<file path="src/rtl/i2c_pkg.sv">
// Shared encodings for the I2C master byte controllers (TX and RX).
// Quarter-bit step names and the receive-side FSM states live here.
package i2c_pkg;

  // One SCL period is split into four quarter-bit steps.
  typedef enum logic [1:0] {
    STEP_RISE = 2'd0,
    STEP_HIGH = 2'd1,
    STEP_FALL = 2'd2,
    STEP_LOW  = 2'd3
  } step_e;

  typedef enum logic [1:0] {
    ST_IDLE = 2'd0,
    ST_DATA = 2'd1,
    ST_ACK  = 2'd2
  } rx_state_e;

  localparam int unsigned BITS_PER_BYTE = 8;

  // SCL is released for every step except the low quarter.
  function automatic logic scl_released(step_e s);
    return s != STEP_LOW;
  endfunction

endpackage

</file>
<file path="src/rtl/i2c_rx_byte_controller_if.sv">
// Bundle between the I2C master sequencer and the byte receiver.
// master = sequencer side, slave = byte receiver side.
interface i2c_rx_byte_controller_if;

  logic       i_tick;
  logic       i_rx_start;
  logic       i_ack_send;
  logic       i_scl;
  logic       i_sda;
  logic [7:0] o_rx_data;
  logic       o_rx_valid;
  logic       o_rx_done;
  logic       o_rx_error;
  logic       o_busy;
  logic       o_sda;
  logic       o_sda_disable;
  logic       o_scl;
  logic       o_scl_disable;

  modport master (
    output i_tick, i_rx_start, i_ack_send, i_scl, i_sda,
    input  o_rx_data, o_rx_valid, o_rx_done, o_rx_error, o_busy,
           o_sda, o_sda_disable, o_scl, o_scl_disable
  );

  modport slave (
    input  i_tick, i_rx_start, i_ack_send, i_scl, i_sda,
    output o_rx_data, o_rx_valid, o_rx_done, o_rx_error, o_busy,
           o_sda, o_sda_disable, o_scl, o_scl_disable
  );

endinterface

</file>
<file path="src/rtl/i2c_scl_stretch_monitor.sv">
// Counts quarter-bit ticks while a slave holds SCL low during the high
// phase and flags a timeout once STRETCH_TIMEOUT ticks have elapsed.
module i2c_scl_stretch_monitor #(
  parameter int unsigned STRETCH_TIMEOUT = 1024,
  parameter int unsigned TIMEOUT_W       = 11
) (
  input  logic i_clk,
  input  logic i_rst_n,
  input  logic i_tick,
  input  logic i_active,
  input  logic i_clear,
  input  logic i_scl,
  output logic o_timeout
);

  localparam logic [TIMEOUT_W-1:0] LIMIT = TIMEOUT_W'(STRETCH_TIMEOUT);

  logic [TIMEOUT_W-1:0] cnt;

  // NOTE: sequential state uses non-blocking assignments so every register
  // samples the values present before the clock edge.
  always_ff @(posedge i_clk or negedge i_rst_n) begin
    if (!i_rst_n) begin
      cnt <= '0;
    end else if (i_clear || !i_active) begin
      cnt <= '0;
    end else if (i_tick && !i_scl && cnt != LIMIT) begin
      // Saturates at the limit so it can never wrap back past it.
      cnt <= cnt + TIMEOUT_W'(1);
    end
  end

  assign o_timeout = (STRETCH_TIMEOUT != 0) && i_active && (cnt == LIMIT);

endmodule

</file>
<file path="src/rtl/i2c_rx_byte_controller.sv">
// I2C master-side byte receiver: clocks in 8 bits MSB first, then drives
// ACK or NACK on the ninth SCL pulse. Aborts on a clock-stretch timeout.
module i2c_rx_byte_controller
  import i2c_pkg::*;
#(
  parameter int unsigned STRETCH_TIMEOUT = 1024,
  parameter int unsigned TIMEOUT_W       = 11
) (
  input logic                      i_clk,
  input logic                      i_rst_n,
  i2c_rx_byte_controller_if.slave  bus
);

  rx_state_e  state, state_n;
  step_e      step, step_n;
  logic [2:0] bit_cnt, bit_cnt_n;

  logic       ev_start, ev_sample, ev_byte, ev_done, ev_abort;
  logic       timeout, stretch_active, step_change;
  logic [7:0] shift;
  logic       ack_q;

  assign stretch_active = (state != ST_IDLE) && (step == STEP_HIGH);
  assign step_change    = (step_n != step);

  i2c_scl_stretch_monitor #(
    .STRETCH_TIMEOUT (STRETCH_TIMEOUT),
    .TIMEOUT_W       (TIMEOUT_W)
  ) u_stretch (
    .i_clk     (i_clk),
    .i_rst_n   (i_rst_n),
    .i_tick    (bus.i_tick),
    .i_active  (stretch_active),
    .i_clear   (step_change),
    .i_scl     (bus.i_scl),
    .o_timeout (timeout)
  );

  always_ff @(posedge i_clk or negedge i_rst_n) begin
    if (!i_rst_n) begin
      state   <= ST_IDLE;
      step    <= STEP_RISE;
      bit_cnt <= '0;
    end else begin
      state   <= state_n;
      step    <= step_n;
      bit_cnt <= bit_cnt_n;
    end
  end

  // NOTE: every signal gets a default before the case so no path leaves it
  // unassigned, which would otherwise infer a latch.
  always_comb begin
    state_n   = state;
    step_n    = step;
    bit_cnt_n = bit_cnt;
    ev_start  = 1'b0;
    ev_sample = 1'b0;
    ev_byte   = 1'b0;
    ev_done   = 1'b0;
    ev_abort  = 1'b0;

    if (state == ST_IDLE) begin
      if (bus.i_rx_start) begin
        state_n   = ST_DATA;
        step_n    = STEP_RISE;
        bit_cnt_n = '0;
        ev_start  = 1'b1;
      end
    end else if (timeout) begin
      state_n   = ST_IDLE;
      step_n    = STEP_RISE;
      bit_cnt_n = '0;
      ev_abort  = 1'b1;
    end else if (bus.i_tick) begin
      case (step)
        STEP_RISE: step_n = STEP_HIGH;
        // Holding here while SCL reads low is what honours stretching.
        STEP_HIGH: if (bus.i_scl) step_n = STEP_FALL;
        STEP_FALL: begin
          step_n    = STEP_LOW;
          ev_sample = (state == ST_DATA);
        end
        default: begin
          step_n = STEP_RISE;
          if (state == ST_ACK) begin
            state_n = ST_IDLE;
            ev_done = 1'b1;
          end else if (bit_cnt == 3'(BITS_PER_BYTE - 1)) begin
            state_n   = ST_ACK;
            bit_cnt_n = '0;
            ev_byte   = 1'b1;
          end else begin
            bit_cnt_n = bit_cnt + 3'd1;
          end
        end
      endcase
    end
  end

  always_comb begin
    bus.o_busy        = (state != ST_IDLE);
    bus.o_scl_disable = 1'b0;
    bus.o_sda_disable = 1'b1;
    case (state)
      ST_DATA: bus.o_scl_disable = scl_released(step);
      ST_ACK: begin
        bus.o_scl_disable = scl_released(step);
        bus.o_sda_disable = !ack_q;
      end
      default: ;
    endcase
  end

  // Open-drain lines: the only value ever driven is low.
  assign bus.o_sda = 1'b0;
  assign bus.o_scl = 1'b0;

  always_ff @(posedge i_clk or negedge i_rst_n) begin
    if (!i_rst_n) begin
      shift          <= '0;
      ack_q          <= 1'b0;
      bus.o_rx_data  <= '0;
      bus.o_rx_valid <= 1'b0;
      bus.o_rx_done  <= 1'b0;
      bus.o_rx_error <= 1'b0;
    end else begin
      bus.o_rx_valid <= ev_byte;
      bus.o_rx_done  <= ev_done;
      bus.o_rx_error <= ev_abort;
      if (ev_start) begin
        ack_q <= bus.i_ack_send;
        shift <= '0;
      end
      if (ev_sample) shift <= {shift[6:0], bus.i_sda};
      if (ev_byte)   bus.o_rx_data <= shift;
    end
  end

endmodule

</file>
<file path="src/flat_wrapper.sv">
// flat-port wrapper written by rule: the top's interface ports become plain ports
module i2c_rx_byte_controller_flat import i2c_pkg::*;
#(
  parameter int unsigned STRETCH_TIMEOUT = 1024,
  parameter int unsigned TIMEOUT_W       = 11
)
  (i_clk, i_rst_n, bus_i_tick, bus_i_rx_start, bus_i_ack_send, bus_i_scl, bus_i_sda, bus_o_rx_data, bus_o_rx_valid, bus_o_rx_done, bus_o_rx_error, bus_o_busy, bus_o_sda, bus_o_sda_disable, bus_o_scl, bus_o_scl_disable);
  i2c_rx_byte_controller_if bus_i ();
  input logic i_clk;
  input logic i_rst_n;
  input wire logic [$bits(bus_i.i_tick)-1:0] bus_i_tick;
  input wire logic [$bits(bus_i.i_rx_start)-1:0] bus_i_rx_start;
  input wire logic [$bits(bus_i.i_ack_send)-1:0] bus_i_ack_send;
  input wire logic [$bits(bus_i.i_scl)-1:0] bus_i_scl;
  input wire logic [$bits(bus_i.i_sda)-1:0] bus_i_sda;
  output wire logic [$bits(bus_i.o_rx_data)-1:0] bus_o_rx_data;
  output wire logic [$bits(bus_i.o_rx_valid)-1:0] bus_o_rx_valid;
  output wire logic [$bits(bus_i.o_rx_done)-1:0] bus_o_rx_done;
  output wire logic [$bits(bus_i.o_rx_error)-1:0] bus_o_rx_error;
  output wire logic [$bits(bus_i.o_busy)-1:0] bus_o_busy;
  output wire logic [$bits(bus_i.o_sda)-1:0] bus_o_sda;
  output wire logic [$bits(bus_i.o_sda_disable)-1:0] bus_o_sda_disable;
  output wire logic [$bits(bus_i.o_scl)-1:0] bus_o_scl;
  output wire logic [$bits(bus_i.o_scl_disable)-1:0] bus_o_scl_disable;
  assign bus_i.i_tick = bus_i_tick;
  assign bus_i.i_rx_start = bus_i_rx_start;
  assign bus_i.i_ack_send = bus_i_ack_send;
  assign bus_i.i_scl = bus_i_scl;
  assign bus_i.i_sda = bus_i_sda;
  assign bus_o_rx_data = bus_i.o_rx_data;
  assign bus_o_rx_valid = bus_i.o_rx_valid;
  assign bus_o_rx_done = bus_i.o_rx_done;
  assign bus_o_rx_error = bus_i.o_rx_error;
  assign bus_o_busy = bus_i.o_busy;
  assign bus_o_sda = bus_i.o_sda;
  assign bus_o_sda_disable = bus_i.o_sda_disable;
  assign bus_o_scl = bus_i.o_scl;
  assign bus_o_scl_disable = bus_i.o_scl_disable;
  i2c_rx_byte_controller #(.STRETCH_TIMEOUT(STRETCH_TIMEOUT), .TIMEOUT_W(TIMEOUT_W)) u_core (.i_clk(i_clk), .i_rst_n(i_rst_n), .bus(bus_i));
endmodule
</file>
<file path="config.mk">
export PLATFORM = sky130hd
export DESIGN_NAME = i2c_rx_byte_controller_flat
export DESIGN_NICKNAME = d
export VERILOG_FILES = /design/src/rtl/i2c_pkg.sv /design/src/rtl/i2c_rx_byte_controller_if.sv /design/src/rtl/i2c_scl_stretch_monitor.sv /design/src/rtl/i2c_rx_byte_controller.sv /design/src/flat_wrapper.sv
export SDC_FILE = /design/constraint.sdc
export NUM_CORES = 1
export LEC_CHECK = 0
export ABC_CLOCK_PERIOD_IN_PS = 2300
export CAP_MARGIN = 20
export CORE_UTILIZATION = 49
export CTS_CLUSTER_DIAMETER = 80
export DETAILED_ROUTE_END_ITERATION = 10
export PLACE_DENSITY = 0.85
export SLEW_MARGIN = 25
export SYNTH_ARGS = -nofsm -noshare
export SYNTH_HDL_FRONTEND = slang
export SYNTH_HIERARCHICAL = 1
export SYNTH_SLANG_ARGS = --single-unit
</file>
<file path="constraint.sdc">
create_clock -name i_clk -period 2.3 [get_ports i_clk]
set_input_delay 0.345 -clock i_clk [delete_from_list [all_inputs] [get_ports i_clk]]
set_output_delay 0.345 -clock i_clk [all_outputs]
set_load 0.1 [all_outputs]
</file>
==> reports/metrics.cfg, run 1 <==
[floorplanning]
die_y_um = 64.5
initial_cell_density_of_the_core_pct = 51.8
io_pins = 23
core_area_um2 = 3690
fp-row-count = 22
floorplan.die.width_um = 64.5
die_area_um2 = 4160

[layout]
postLayoutCoreUtil_pct = 63.7
layout.cells.most_common = sky130_fd_sc_hd__dfrtp_1
multiInputGateArea_um2 = 882
area.sequential_um2 = 951
n_antenna_cell = 0
syn2layout_area_growth_pct = 22.9
fillers = 299
final_nets = 225
final_cell_mix = 38 x sky130_fd_sc_hd__dfrtp_1, 21 x sky130_fd_sc_hd__buf_4, 16 x sky130_fd_sc_hd__nand2_1
layout_cell_share_with_drive_strength_beyond_1_pct = 25.6

[synth]
synth_enable_flop_cells = 0
yosysWarnings = 6
synthesis.instances = 181
yosysUniqueCellTypes = 42
synth-seq-area-share_pct = 49.7
syn_area_um2 = 1910
number_of_flip_flops_and_latches_in_the_synthesized_netlist = 38
syn_avg_cell_area_um2 = 10.6
post_synthesis_async_set_or_reset_flop_share_pct = 100
postSynth.topFlopCell = sky130_fd_sc_hd__dfrtp_1

[power]
sw_frac_of_total_pct = 33.0
power.static_leakage_nw = 1.08
p_int_mw = 1.34
cellPowerDensity_nw_per_um2 = 853
power.switching_mw = 0.661
seqPwrFrac_pct = 39.9
clkPwrFrac_pct = 28.6
vdd_ir_drop_max_uv = 504
p_total_mw = 2.01
power.share.combinational_pct = 31.5

[grt]
globalRoute.totalOverflow = 0
antenna_violations_before_repair = 0
largest_net_degree_at_the_start_of_global_routing = 39
grt_pass1_wl_um = 6080
grtUsageTotal_pct = 19.7
via_count_of_the_first_global_routing_pass = 1313

[clocking]
root_buffer_cell = sky130_fd_sc_hd__clkbuf_8
numCtsBuffers = 5
tritoncts_clock_tree = built
number_of_buffers_on_the_longest_clock_path = 2
clkTransAtPathRegs_ps = 70
cts_num_sinks = 38
clock_tree.htree_level_count = 2
worstSkewPairLatency_ps = 290

[worst_setup_path]
crit_path_max_fanout = 8
worstSetupStartpointType = flop
critPathKind = reg -> reg
crit-reg2reg-capture = u_core/shift[7]
worst_reg_to_reg_path_cell_count = 10
cp.required_ps = 2510
critPathLaunch = u_core/state[1]
critical_path_at_ps = 2450
critical_path.reg2reg.startpoint = u_core/state[1]
critical_path.endpoint_type = flop
endpoint = u_core/shift[7]
rrSetupSlack_ps = 60

[routing]
drt-initial-drc-count = 119
wl_final_um = 3940
final_antenna_net_count = 0
avgViaCountPerCell = 5.51
drt-wirelength-per-cell_um = 15.2
drtPass1Iterations = 4
drc_errors = 0
route.vias.total = 1428

[job]
max_cap_violations = 0

[outcome]
status = complete, no violations

[sta]
hold_viol = 0
finalCriticalPeriod_ps = 2240
max_freq_mhz = 447
worst_slew_margin_rel_pct = 45.7
final-setup-viol-count = 0
final_min_period_over_clock_period_pct = 97.2
report.final.slew_viol_count = 0
setup_tns_ps = 0
worst_pin_slew_ps = 814
timing.final.ws_setup_ps = 64.2
finalClockSkew_ps = 4.09

[min_path]
worst_hold_path_type = in -> async

[placement]
dp_hpwl_um = 2640
detailedPlace.worstSlack_ps = 91.3
port_buffer_count = 20
gpl.final_weighted_congestion = 0.908

## synthesized netlist by cell type, types with 2 or more instances
cell / n / area share [%]
sky130_fd_sc_hd__nor3_1: 3 / 0.79
sky130_fd_sc_hd__a41oi_1: 2 / 0.92
sky130_fd_sc_hd__mux2i_1: 9 / 4.7
sky130_fd_sc_hd__a32o_1: 2 / 1.0
sky130_fd_sc_hd__xnor2_1: 6 / 2.7
sky130_fd_sc_hd__and3_1: 5 / 1.6
sky130_fd_sc_hd__mux2_2: 9 / 5.3
sky130_fd_sc_hd__buf_6: 2 / 1.2
sky130_fd_sc_hd__nand3_1: 4 / 1.0
sky130_fd_sc_hd__o21ai_0: 4 / 1.0
sky130_fd_sc_hd__nand2b_1: 3 / 0.98
sky130_fd_sc_hd__nand2_1: 16 / 3.1
sky130_fd_sc_hd__buf_4: 2 / 0.79
sky130_fd_sc_hd__and4b_1: 2 / 1.0
sky130_fd_sc_hd__clkbuf_1: 4 / 0.79
sky130_fd_sc_hd__a21oi_1: 7 / 1.8
sky130_fd_sc_hd__o31ai_1: 2 / 0.79
sky130_fd_sc_hd__nor2_1: 12 / 2.4
sky130_fd_sc_hd__nor4_1: 3 / 0.98
sky130_fd_sc_hd__o22ai_1: 2 / 0.65
sky130_fd_sc_hd__inv_1: 18 / 3.5
sky130_fd_sc_hd__dfrtp_1: 38 / 50
sky130_fd_sc_hd__ha_1: 7 / 4.6
## logic make-up after synthesis
logic type / synth area share (%)
AOI/OAI and AO/OA: 9.03
muxes: 10.0
other: 0.196
buffers and inverters: 6.28
adders and majority gates: 4.58
and+or+nand+nor: 17.0
xor gates and xnor gates: 3.21
DFF: 49.7
## cell type report
cell class / count / area share, %
clock buffer: 6 / 3.51
tap: 48 / 2.56
inverter: 18 / 3.04
clock inverter: 1 / 1.28
timing repair buffer: 30 / 11.6
multi-input combinational: 118 / 37.5
sequential: 38 / 40.5
## layer usage
layer	share of wire, %	track usage (%)
met5	0	0
met4	3.8	10.3
met3	4.6	5.28
met2	49	30.5
met1	42	25.3
## state kept, by name, summed over array words and instances, names as in the netlist
register and cells:
u_core/ack_q 1, u_core/u_stretch/cnt 11, u_core/bus.o_rx_data 8, u_core/bit_cnt 3, u_core/bus.o_rx_done 1, u_core/shift 8, u_core/step 2, u_core/bus.o_rx_valid 1
u_core/bus.o_rx_error 1, u_core/state 2
## metrics by stage
stage | cell area [um^2] | hold WS, ps | std cells
after floorplan | 1960 | 49.4 | 182
after global placement | 2210 | 483 | 250
after detailed placement | 2210 | 485 | 250
after CTS | 2320 | 176 | 257
after global routing | 2350 | 212 | 259
final | 2350 | 145 | 259
## critical path: stages (launching register included)
cell and delay [ps]:
sky130_fd_sc_hd__dfrtp_1 410, sky130_fd_sc_hd__inv_2 130, sky130_fd_sc_hd__ha_4 190, sky130_fd_sc_hd__clkinvlp_4 100, sky130_fd_sc_hd__and3_4 200, sky130_fd_sc_hd__and3_4 160, sky130_fd_sc_hd__or2_1 250, sky130_fd_sc_hd__buf_4 170
sky130_fd_sc_hd__nor4_4 180, sky130_fd_sc_hd__buf_12 180, sky130_fd_sc_hd__mux2i_1 200
## power groups by stage
stage,sequential [mW],clock [mW],combinational [mW]
after floorplan,0.813,0,0.415
after global placement,0.810,0,0.588
after detailed placement,0.814,0,0.601
after CTS,0.801,0.581,0.605
after global routing,0.811,0.607,0.682
final,0.800,0.573,0.632
## how the worst min path moves through the flow
stage | slack, ps | start | cells past startpoint | endpoint
finish | 140 | i_rst_n | 1 | u_core/bus.o_rx_valid
global route | 210 | i_rst_n | 1 | u_core/shift[7]
CTS | 180 | i_rst_n | 1 | u_core/bit_cnt[0]
detailed placement | 490 | i_rst_n | 1 | u_core/bit_cnt[1]
global placement | 480 | u_core/bit_cnt[1] | 1 | u_core/bit_cnt[1]
floorplan | 50 | i_rst_n | 0 | u_core/ack_q
## timing repair
action / 4_1_cts / 5_1_grt
setup buffers: 0 / 2
gates resized for setup: 0 / 2
setup endpoints to repair: 0 / 19
endpoints found under the hold margin: 0 / 0
hold buffers: 0 / 0
Note: power is estimated with default switching activity, not from simulation.
==> run 2, diff against run 1 <==
--- a/config.mk
+++ b/config.mk
@@ -10,7 +10,7 @@
 export CORE_UTILIZATION = 49
 export CTS_CLUSTER_DIAMETER = 80
 export DETAILED_ROUTE_END_ITERATION = 10
-export PLACE_DENSITY = 0.85
+export PLACE_DENSITY = 0.74
 export SLEW_MARGIN = 25
 export SYNTH_ARGS = -nofsm -noshare
 export SYNTH_HDL_FRONTEND = slang
==> run 2 against run 1 <==
Flip-flop and latch count unchanged. Final area decreased by 0.75%. Critical path depth unchanged. Setup slack improved by 57 ps. Count of clock-buffer cells in the layout decreased by 1. Register-to-register slack improved by 60 ps. Global-route usage decreased by 0.58 points. Die area unchanged. Combinational power decreased by 7.3%. Non-clock buffer count decreased by 1. Clock power increased by 17%. Largest cell class unchanged.
==> reports/metrics.cfg, run 2 (synthesis results as in run 1) <==
[routing]
final_antenna_net_count = 0  ; unchanged
avgViaCountPerCell = 5.39  ; -2.3%
drt-initial-drc-count = 73  ; -39%
drtPass1Iterations = 4  ; unchanged
drt-wirelength-per-cell_um = 13.6  ; -10%
wl_final_um = 3530  ; -10%
drc_errors = 0  ; unchanged
route.vias.total = 1395  ; -2.3%

[power]
cellPowerDensity_nw_per_um2 = 883  ; +3.5%
seqPwrFrac_pct = 38.9  ; -1.0 points
p_int_mw = 1.41  ; +4.6%
vdd_ir_drop_max_uv = 512  ; +1.5%
power.switching_mw = 0.654  ; -1.1%
power.share.combinational_pct = 28.5  ; -3.0 points
power.static_leakage_nw = 1.07  ; -0.90%
clkPwrFrac_pct = 32.6  ; +4.0 points
sw_frac_of_total_pct = 31.7  ; -1.2 points
p_total_mw = 2.06  ; +2.7%

[worst_setup_path]
worst_path_cell_chain = inv_2 > ha_4 > clkinvlp_4 > and3_4 > and3_4 > or2_1 > buf_4 > nor4_4 > buf_4 > mux2i_1
rrSetupSlack_ps = 120  ; +60 ps
critical_path.endpoint_type = flop
critPathKind = reg -> reg
worstSetupStartpointType = flop
critPathBufInv = 4  ; unchanged
critical_path.slowest_cell = sky130_fd_sc_hd__dfrtp_1
cp.required_ps = 2500  ; about the same
worst_path_dominant_cell_family = simple AND/OR/NAND/NOR gates
critical_path_at_ps = 2380  ; -70 ps
critical_path.max_stage_delay_ps = 410  ; about the same
crit_path_max_fanout = 8  ; unchanged

[layout]
layout_cell_share_with_drive_strength_beyond_1_pct = 24.6  ; -0.95 points
n_antenna_cell = 0  ; unchanged
postLayoutCoreUtil_pct = 63.2  ; -0.47 points
layout.cells.most_common = sky130_fd_sc_hd__dfrtp_1
syn2layout_area_growth_pct = 22.0
final_cell_mix = 38 x sky130_fd_sc_hd__dfrtp_1, 22 x sky130_fd_sc_hd__buf_4, 16 x sky130_fd_sc_hd__nand2_1
top_register = u_core/u_stretch/cnt
fillers = 295  ; -1.3%
final_nets = 224  ; -0.44%
largest_reg_flops = 11  ; unchanged
largest_registers = u_core/u_stretch/cnt (11), u_core/bus.o_rx_data (8), u_core/shift (8)

[clocking]
numCtsBuffers = 5  ; unchanged
number_of_buffers_on_the_longest_clock_path = 2  ; unchanged
worstSkewPairLatency_ps = 290  ; about the same
cts.repair.resized = 0  ; unchanged
cts_num_sinks = 38  ; unchanged
post_cts_hold_buffer_count = 0  ; unchanged
clkTransAtPathRegs_ps = 70  ; about the same
root_buffer_cell = sky130_fd_sc_hd__clkbuf_8
tritoncts_clock_tree = built
clock_tree.htree_level_count = 2  ; unchanged
cts.repair_timing.setup_buffer_count = 0  ; unchanged

[sta]
setup_repair_after_global_routing_missed_its_margin = no
finalCriticalPeriod_ps = 2180  ; -57.2 ps
report.final.slew_viol_count = 0  ; unchanged
worst_slew_margin_rel_pct = 45.6  ; -0.083 points
max_freq_mhz = 459  ; +2.6%
hold_viol = 0  ; unchanged
final-setup-viol-count = 0  ; unchanged
worst_pin_slew_ps = 815  ; +1.25 ps
finalClockSkew_ps = 7.23  ; +3.14 ps
timing.final.ws_setup_ps = 121  ; +57.2 ps
final_min_period_over_clock_period_pct = 94.7  ; -2.5 points

[min_path]
worst_hold_path_type = in -> async

[placement]
gpl.final_weighted_congestion = 0.832  ; -8.3%
port_buffer_count = 20  ; unchanged
detailedPlace.worstSlack_ps = 141  ; +50.0 ps
dp_hpwl_um = 2640  ; about the same

[floorplanning]
die_y_um = 64.5  ; unchanged
fp-row-count = 22  ; unchanged
core_area_um2 = 3690  ; unchanged
initial_cell_density_of_the_core_pct = 51.8  ; unchanged
floorplan.die.width_um = 64.5  ; unchanged
io_pins = 23  ; unchanged
die_area_um2 = 4160  ; unchanged

[grt]
grtUsageTotal_pct = 19.1  ; -0.58 points
globalRoute.totalOverflow = 0  ; unchanged
grt_pass1_wl_um = 6000  ; -1.3%
antenna_violations_before_repair = 0  ; unchanged
via_count_of_the_first_global_routing_pass = 1345  ; +2.4%
largest_net_degree_at_the_start_of_global_routing = 39  ; unchanged

[outcome]
status = complete, no violations

[job]
max_cap_violations = 0  ; unchanged

==> run 2: layer usage <==
metal | routed length (um) | vias up | track usage [%]
li1 | - | 679 | -
met3 | 160 | 8 | 5.99
met2 | 1700 | 35 | 31.3
met4 | 76 | 0 | 9.17
met1 | 1590 | 673 | 22.8
met5 | 0 | - | 0
==> run 2: cell type report <==
cell class	count	area (um^2)	share of cell area [%]
Sequential cell	38	951	40.8
Tap cell	48	60.1	2.58
Timing Repair Buffer	29	240	10.3
Clock inverter	3	68.8	2.95
Multi-Input combinational cell	118	872	37.4
Inverter	18	71.3	3.06
Clock buffer	5	68.8	2.95
==> run 2: worst paths after layout <==
kind,from,to,cells past startpoint
worst min-delay path,i_rst_n,u_core/u_stretch/cnt[10],1
max in group asynchronous,i_rst_n,u_core/state[1],1
min in group i_clk,u_core/ack_q,u_core/ack_q,1
worst max register to register,u_core/state[1],u_core/shift[1],10
worst max-delay path,u_core/state[1],u_core/shift[1],10
worst min register to register,u_core/ack_q,u_core/ack_q,1
==> run 2: through the flow <==
| stage | setup TNS (ps) | hold WS, ps | cell area [um^2] | std cells |
|---|---|---|---|---|
| floorplan | -9860 | 49.4 | 1960 | 182 |
| detailed placement | 0 | 491 | 2190 | 251 |
| global route | 0 | 218 | 2330 | 259 |
| finish | 0 | 142 | 2330 | 259 |
| CTS | 0 | 167 | 2330 | 259 |
| global placement | 0 | 485 | 2190 | 251 |
==> run 2: power groups by stage <==
stage / logic, mW / registers (mW) / clock network, mW
floorplan: 0.415 / 0.813 / 0
global placement: 0.567 / 0.810 / 0
detailed placement: 0.589 / 0.814 / 0
global route: 0.638 / 0.809 / 0.712
CTS: 0.587 / 0.801 / 0.693
finish: 0.586 / 0.802 / 0.672
